### src/rtl/seg_scan_ctrl.sv
// Time-multiplexed scan scheduler for an NDIG-digit seven-segment display.
// Values load through valid/ready and are committed only at frame boundaries.
module seg_scan_ctrl #(
   parameter int unsigned NDIG     = 4,
   parameter int unsigned PRESCALE = 2500,
   parameter int unsigned BLANK    = 8
) (
   input  logic              clk,
   input  logic              reset,
   input  logic [4*NDIG-1:0] value_in,
   input  logic [NDIG-1:0]   dp_in,
   input  logic              load_valid,
   output logic              load_ready,
   input  logic              lzb_en,
   output logic [6:0]        seg_out,
   output logic              dp_out,
   output logic [NDIG-1:0]   dig_en,
   output logic              frame_tick
);

   localparam int unsigned P_W = $clog2(PRESCALE);
   localparam int unsigned D_W = $clog2(NDIG);
   localparam int unsigned V_W = 4 * NDIG;

   typedef enum logic {
      S_BLANK = 1'b0,
      S_SHOW  = 1'b1
   } slot_t;

   slot_t             slot;
   logic [P_W-1:0]    p;
   logic [D_W-1:0]    d;
   logic [V_W-1:0]    shadow_val;
   logic [NDIG-1:0]   shadow_dp;
   logic [V_W-1:0]    pend_val;
   logic [NDIG-1:0]   pend_dp;
   logic              pending_full;

   logic              p_wrap;
   logic              frame_wrap;
   logic              accept;
   logic [3:0]        cur_nib;
   logic [NDIG-1:0]   lead_zero;
   logic              zero_above;
   logic              suppress;

   function automatic logic [6:0] hex7(input logic [3:0] n);
      case (n)
         4'h0: hex7 = 7'h3F;
         4'h1: hex7 = 7'h06;
         4'h2: hex7 = 7'h5B;
         4'h3: hex7 = 7'h4F;
         4'h4: hex7 = 7'h66;
         4'h5: hex7 = 7'h6D;
         4'h6: hex7 = 7'h7D;
         4'h7: hex7 = 7'h07;
         4'h8: hex7 = 7'h7F;
         4'h9: hex7 = 7'h6F;
         4'hA: hex7 = 7'h77;
         4'hB: hex7 = 7'h7C;
         4'hC: hex7 = 7'h39;
         4'hD: hex7 = 7'h5E;
         4'hE: hex7 = 7'h79;
         4'hF: hex7 = 7'h71;
      endcase
   endfunction

   assign p_wrap     = (p == P_W'(PRESCALE - 1));
   assign frame_wrap = p_wrap && (d == D_W'(NDIG - 1));
   assign accept     = load_valid && load_ready;
   assign cur_nib    = shadow_val[{d, 2'b00} +: 4];

   // Digit i is a leading zero when it and every more significant nibble are zero.
   always_comb begin
      lead_zero  = '0;
      zero_above = 1'b1;
      for (int i = NDIG - 1; i >= 1; i--) begin
         zero_above   = zero_above && (shadow_val[4*i +: 4] == 4'h0);
         lead_zero[i] = zero_above;
      end
   end

   assign suppress = lzb_en && lead_zero[d];

   always_ff @(posedge clk) begin
      if (reset) begin
         slot         <= S_BLANK;
         p            <= '0;
         d            <= '0;
         shadow_val   <= '0;
         shadow_dp    <= '0;
         pend_val     <= '0;
         pend_dp      <= '0;
         pending_full <= 1'b0;
         load_ready   <= 1'b1;
         seg_out      <= '0;
         dp_out       <= 1'b0;
         dig_en       <= '0;
         frame_tick   <= 1'b0;
      end else begin
         // Slot timing: blank for BLANK cycles, then lit until the prescaler wraps.
         if (p_wrap) begin
            p    <= '0;
            slot <= S_BLANK;
            d    <= (d == D_W'(NDIG - 1)) ? '0 : d + D_W'(1);
         end else begin
            p <= p + P_W'(1);
            if (p == P_W'(BLANK - 1)) begin
               slot <= S_SHOW;
            end
         end

         if (slot == S_SHOW) begin
            dig_en  <= NDIG'(1) << d;
            seg_out <= suppress ? 7'h00 : hex7(cur_nib);
            dp_out  <= shadow_dp[d];
         end else begin
            dig_en  <= '0;
            seg_out <= '0;
            dp_out  <= 1'b0;
         end

         frame_tick <= frame_wrap;

         // Accept needs an empty pending slot and commit needs a full one, so they never overlap.
         if (frame_wrap && pending_full) begin
            shadow_val   <= pend_val;
            shadow_dp    <= pend_dp;
            pending_full <= 1'b0;
            load_ready   <= 1'b1;
         end else if (accept) begin
            pend_val     <= value_in;
            pend_dp      <= dp_in;
            pending_full <= 1'b1;
            load_ready   <= 1'b0;
         end
      end
   end

endmodule

### config.mk
export PLATFORM = sky130hd
export DESIGN_NAME = seg_scan_ctrl
export DESIGN_NICKNAME = d
export VERILOG_FILES = /design/src/rtl/seg_scan_ctrl.sv
export SDC_FILE = /design/constraint.sdc
export NUM_CORES = 1
export LEC_CHECK = 0
export CORE_UTILIZATION = 45
export DETAILED_ROUTE_END_ITERATION = 10
export PLACE_DENSITY = 0.67
export SYNTH_ARGS = -nofsm -noshare
export SYNTH_HDL_FRONTEND = slang
export SYNTH_SLANG_ARGS = --single-unit
### constraint.sdc
create_clock -name clk -period 3 [get_ports clk]
set_clock_uncertainty 0.2 [all_clocks]
set_input_delay 0.75 -clock clk [delete_from_list [all_inputs] [get_ports clk]]
set_output_delay 0.75 -clock clk [all_outputs]
set_load 0.01 [all_outputs]
# == After elaboration in Yosys (flattened, before gate mapping) ==
# Memories as Yosys holds them, arrays and structs flattened. A register that Yosys moved wholly into a read port is not among the register bits.
# Cells that the tools add are included.
# word_totals
register_bits,63
mem_bits_ro,112
in_bits,24
wordCells,42
n_memories,1
# classes
addsub,2
magnitude_cmp,1
eq_ne,3
shifts,2
n_mux,5
bitwise,2
reduce_logical,14
# mem_list
memory,words,width,read_ports,rd_ports_with_merged_regs,write_ports,line_no,text
(no name shown),16,7,1,1,0,48,case (n)
# ops
operator,count
$shiftx 16x5->4,1
$add 12x1->12 const B,1
$eq 12x12->1 const B,1
$eq 12x3->1 const B,1
$logic_not 4->1,3
$logic_and 1x1->1,6
$reduce_or 2->1,3
$bmux 1 s2,2
$shl 1x2->4 const A,1
$lt 2x3->1 const B,1
$reduce_or 3->1,1
$add 2x1->2 const B,1
$eq 2x2->1 const B,1
$mux 1,2
$mux 2,1
$not 1->1,2
$reduce_and 2->1,1

# == Longest topological paths before layout ==
# logic_depth
word_depth,7
depth_mapped,7
mapped_depth_nobuf,6

# == Worst setup path after synthesis ==
# Ideal clock, no wire load.
# synth_timing
path_type,flip-flop to flip-flop
from,register p[0]
to,register pend_val[10]
setup_time_ps,128
t_arrival_ps,2154
required_ps,2672
setup_slack_ps,518
stages_incl_launch_ff,8
path_buffers,1
synth_period_minus_slack_ps,2482
cell_sequence,dfxtp_1 ha_1 or4b_1 or4_4 o211ai_2 buf_6 mux2i_1 nor2_1
# synth_via
elab_chain_len,5
# synth_rtl
item,line_no,text
from (decl),31,logic [P_W-1:0] p;
from (signal assigned),107,p <= p + P_W'(1);
$eq 12x12->1,68,assign p_wrap = (p == P_W'(PRESCALE - 1));
$logic_and 1x1->1,69,assign frame_wrap = p_wrap && (d == D_W'(NDIG - 1));
$logic_and 1x1->1,126,if (frame_wrap && pending_full) begin
$not 1->1 (no source line),--,
$reduce_and 2->1 (no source line),--,
to (signal assigned),132,pend_val <= value_in;
to (decl),35,logic [V_W-1:0] pend_val;
# Every way passes these cells.
# A chain may end at the register's enable or synchronous reset.

# == Final worst setup path ==
# layout_timing
from,register p[0]
to,register pend_val[1]
# The elaborated chain is that of the path after synthesis.

==> flow_summary.yaml <==
floorplanning:
  core_um2: 6350
  die_y_um: 83.0
  rows: 29
  design.die.area_um2: 6890
  io-pin-count: 38
  die_w_um: 83.0
  initial_core_util: 0.465
worst_setup_path:
  reg2reg_from: "p[0]"
  rr_endpoint: "pend_val[1]"
  crit_slowest_cell: "or4_4"
  path_cells: "ha_1 -> or4b_1 -> or4_4 -> o211ai_2 -> buf_4 -> mux2i_1 -> nor2_1"
  startpoint_type: "flip-flop"
  arrival_ns: 2.79
  crit_required_ns: 3.01
  reg2reg_setup_slack_ns: 0.22
  slowest_delay_ns: 0.64
  critical_path_class: "reg2reg"
  endpoint_kind: "flip-flop"
  crit_fanout: 23
  ff2ff_path_depth: 7
clocking:
  cts_tree: "built"
  hold_buffers: 0
  clockBufferDepth: 2
  postCtsSetupBuffers: 0
  cts_buffers: 9
  clkLatencyLatePin_ns: 0.34
  cts.clk_slew.worst_paths_ns: 0.07
  clock_sinks: 70
  root_buffer: "clkbuf_8"
  cts-resized-gates: 0
  htree_levels: 3
sta:
  setup_viol: 0
  fin_crit_sh: 0.926
  setup_ws_ns: 0.221
  drv_slew: 0
  max_freq_ghz: 0.360
  slew_headroom: 0.660
  fin_setup_tns_ns: 0
  hold_viol_final: 0
  worst_pin_slew_ns: 0.496
  worst_hold_slack_ns: 0.250
  rsz0062_at_grt: "false"
  finalCriticalPeriod_ns: 2.78
power:
  ir_drop_uv: 305
  power.density_nw_per_um2: 508
  p_leak_nw: 1.38
  total_power_w: 0.00183
global_route:
  grt_start_max_net_pins: 47
  grt_usage: 0.178
  overflow: 0
  antenna_found_initial: 0
  grt_pass1_wl_um: 9720
  grt_pass1_vias: 2087
placement:
  place_area_um2: 3390
  portBuffers: 37
  dp_slack_ns: 0.229
  place_hpwl_um: 3860
  place_congestion: 0.803
logic_synthesis:
  async_reset_ff_frac: 0
  yosysWarnings: 0
  avgSynthCellArea_um2: 9.34
  ys_ff_latch: 70
  synth_edf_count: 0
  syn-cell-area_um2: 2950
  synth_ff_type: "dfxtp_1"
  synthCells: 316
  yosysSeqAreaShare: 0.475
  netlist-cell-type-count: 39
  mappedNetlistNets: 349
run_status:
  status: "finished clean"
flow_run:
  cap_viol_max_count: 0
drt:
  drc: 0
  vias_per_cell: 5.19
  drt_iter0_drc: 104
  vias: 2262
  wirelength_um: 5770
  drtPass1Iterations: 4
  wl_per_cell_um: 13.2
  ant_nets: 0
cells_and_area:
  layout.nets: 387
  fin_area_um2: 3590
  drive_gt1_frac: 0.0919
  syn2layout_area_growth_pct: 21.8
  diodes: 0
min_path:
  hold_end: "p[0]"
  min_from: "p[0]"
  min_path_cells: 1
  hp-class: "reg2reg"
-- final cells by class --
class                   count  area (µm²)
fillers                   562        2760
multi-input cells         222        1440
flip-flops and latches     70        1400
repair buffers             46         438
clock buffers              13         159
well taps                  77        96.3
clock inverters             3        42.5
inverters                   5        18.8
-- stage by stage --
stage                      util  std cells
after floorplan               -        316
after global placement    0.534        420
after detailed placement  0.534        420
after CTS                 0.566        436
after global routing      0.566        436
final                     0.566        436
-- where the power goes --
part | internal (W) | switching [W]
Sequential | 0.000951 | 0.0000138
Combinational | 0.0000561 | 0.0000419
Clock | 0.000429 | 0.000335
-- state kept, by name, summed over array words and instances, names as in the netlist --
name and cells:
pend_val 16, shadow_val 16, p 12, seg_out 7
dig_en 4, pend_dp 4, shadow_dp 4, d 2
dp_out 1, frame_tick 1, load_ready 1, pending_full 1
slot 1
-- synthesized netlist by cell type (2+ instances only) --
| library cell | n | area share |
|---|---|---|
| a21oi_1 | 19 | 0.032 |
| a221oi_1 | 3 | 0.0089 |
| a311oi_1 | 2 | 0.0059 |
| a31oi_1 | 3 | 0.0064 |
| buf_2 | 2 | 0.0034 |
| buf_6 | 2 | 0.0076 |
| clkbuf_1 | 13 | 0.017 |
| dfxtp_1 | 70 | 0.47 |
| ha_1 | 9 | 0.038 |
| inv_1 | 5 | 0.0064 |
| mux2_2 | 2 | 0.0076 |
| mux2i_1 | 31 | 0.11 |
| mux4_2 | 3 | 0.023 |
| nand2_1 | 26 | 0.033 |
| nand3_1 | 5 | 0.0085 |
| nand4_1 | 4 | 0.0085 |
| nor2_1 | 51 | 0.065 |
| nor3_1 | 6 | 0.010 |
| nor3b_1 | 5 | 0.013 |
| nor4_1 | 4 | 0.0085 |
| o21ai_0 | 24 | 0.041 |
| xnor2_1 | 6 | 0.018 |
| xor2_1 | 5 | 0.015 |
-- critical path, delay by kind of cell (launching register included) --
| family | cells | cell delay [ns] |
|---|---|---|
| compound gates | 1 | 0.23 |
| flops | 1 | 0.35 |
| fa+ha+maj | 1 | 0.23 |
| mux | 1 | 0.22 |
| buf+inv | 1 | 0.25 |
| simple gates | 3 | 1.17 |
-- cells in the final DEF, fill, tap and decap left out, types with 2 or more instances in the layout --
| cell | instances |
|---|---|
| xor2_1 | 5 |
| xnor2_1 | 6 |
| mux2i_1 | 31 |
| a311oi_1 | 2 |
| nor3b_1 | 5 |
| nand3_1 | 5 |
| nand4_1 | 4 |
| mux2_2 | 2 |
| a21oi_1 | 19 |
| o21ai_0 | 24 |
| inv_1 | 5 |
| clkbuf_8 | 11 |
| dfxtp_1 | 70 |
| a221oi_1 | 3 |
| buf_4 | 9 |
| clkbuf_1 | 2 |
| ha_1 | 9 |
| nor2_1 | 51 |
| nand2_1 | 26 |
| nor4_1 | 4 |
| a31oi_1 | 3 |
| nor3_1 | 6 |
| mux4_2 | 3 |
| clkdlybuf4s50_1 | 37 |
-- worst max-delay path by stage --
stage	from	to	slack, ns	cells past startpoint
global placement	p[0]	pend_val[5]	0.29	7
floorplan	p[0]	pend_val[10]	0.52	7
finish	p[0]	pend_val[1]	0.22	7
global route	p[0]	pend_val[1]	0.05	7
CTS	p[0]	pend_val[1]	0.22	7
detailed placement	p[0]	pend_val[1]	0.23	7
-- cells by family after synthesis --
kind of cell	share of synthesized area
AND/OR/NAND/NOR	0.175
flip-flops	0.475
AO/OA/AOI/OAI	0.106
multiplexers	0.136
buffers and inverters	0.0377
XOR/XNOR	0.0326
adder cells (fa/ha/maj)	0.0382
-- metal layers --
layer  up-vias  wire length [µm]  share of wire  track usage
li1       1173                 -              -            -
met5         -                 0              0            0
met2        53              2490           0.43        0.256
met4         0               148          0.026        0.108
met3        13               216          0.037       0.0388
met1      1023              2920           0.51        0.244
Power figures use the tool's default switching activity.
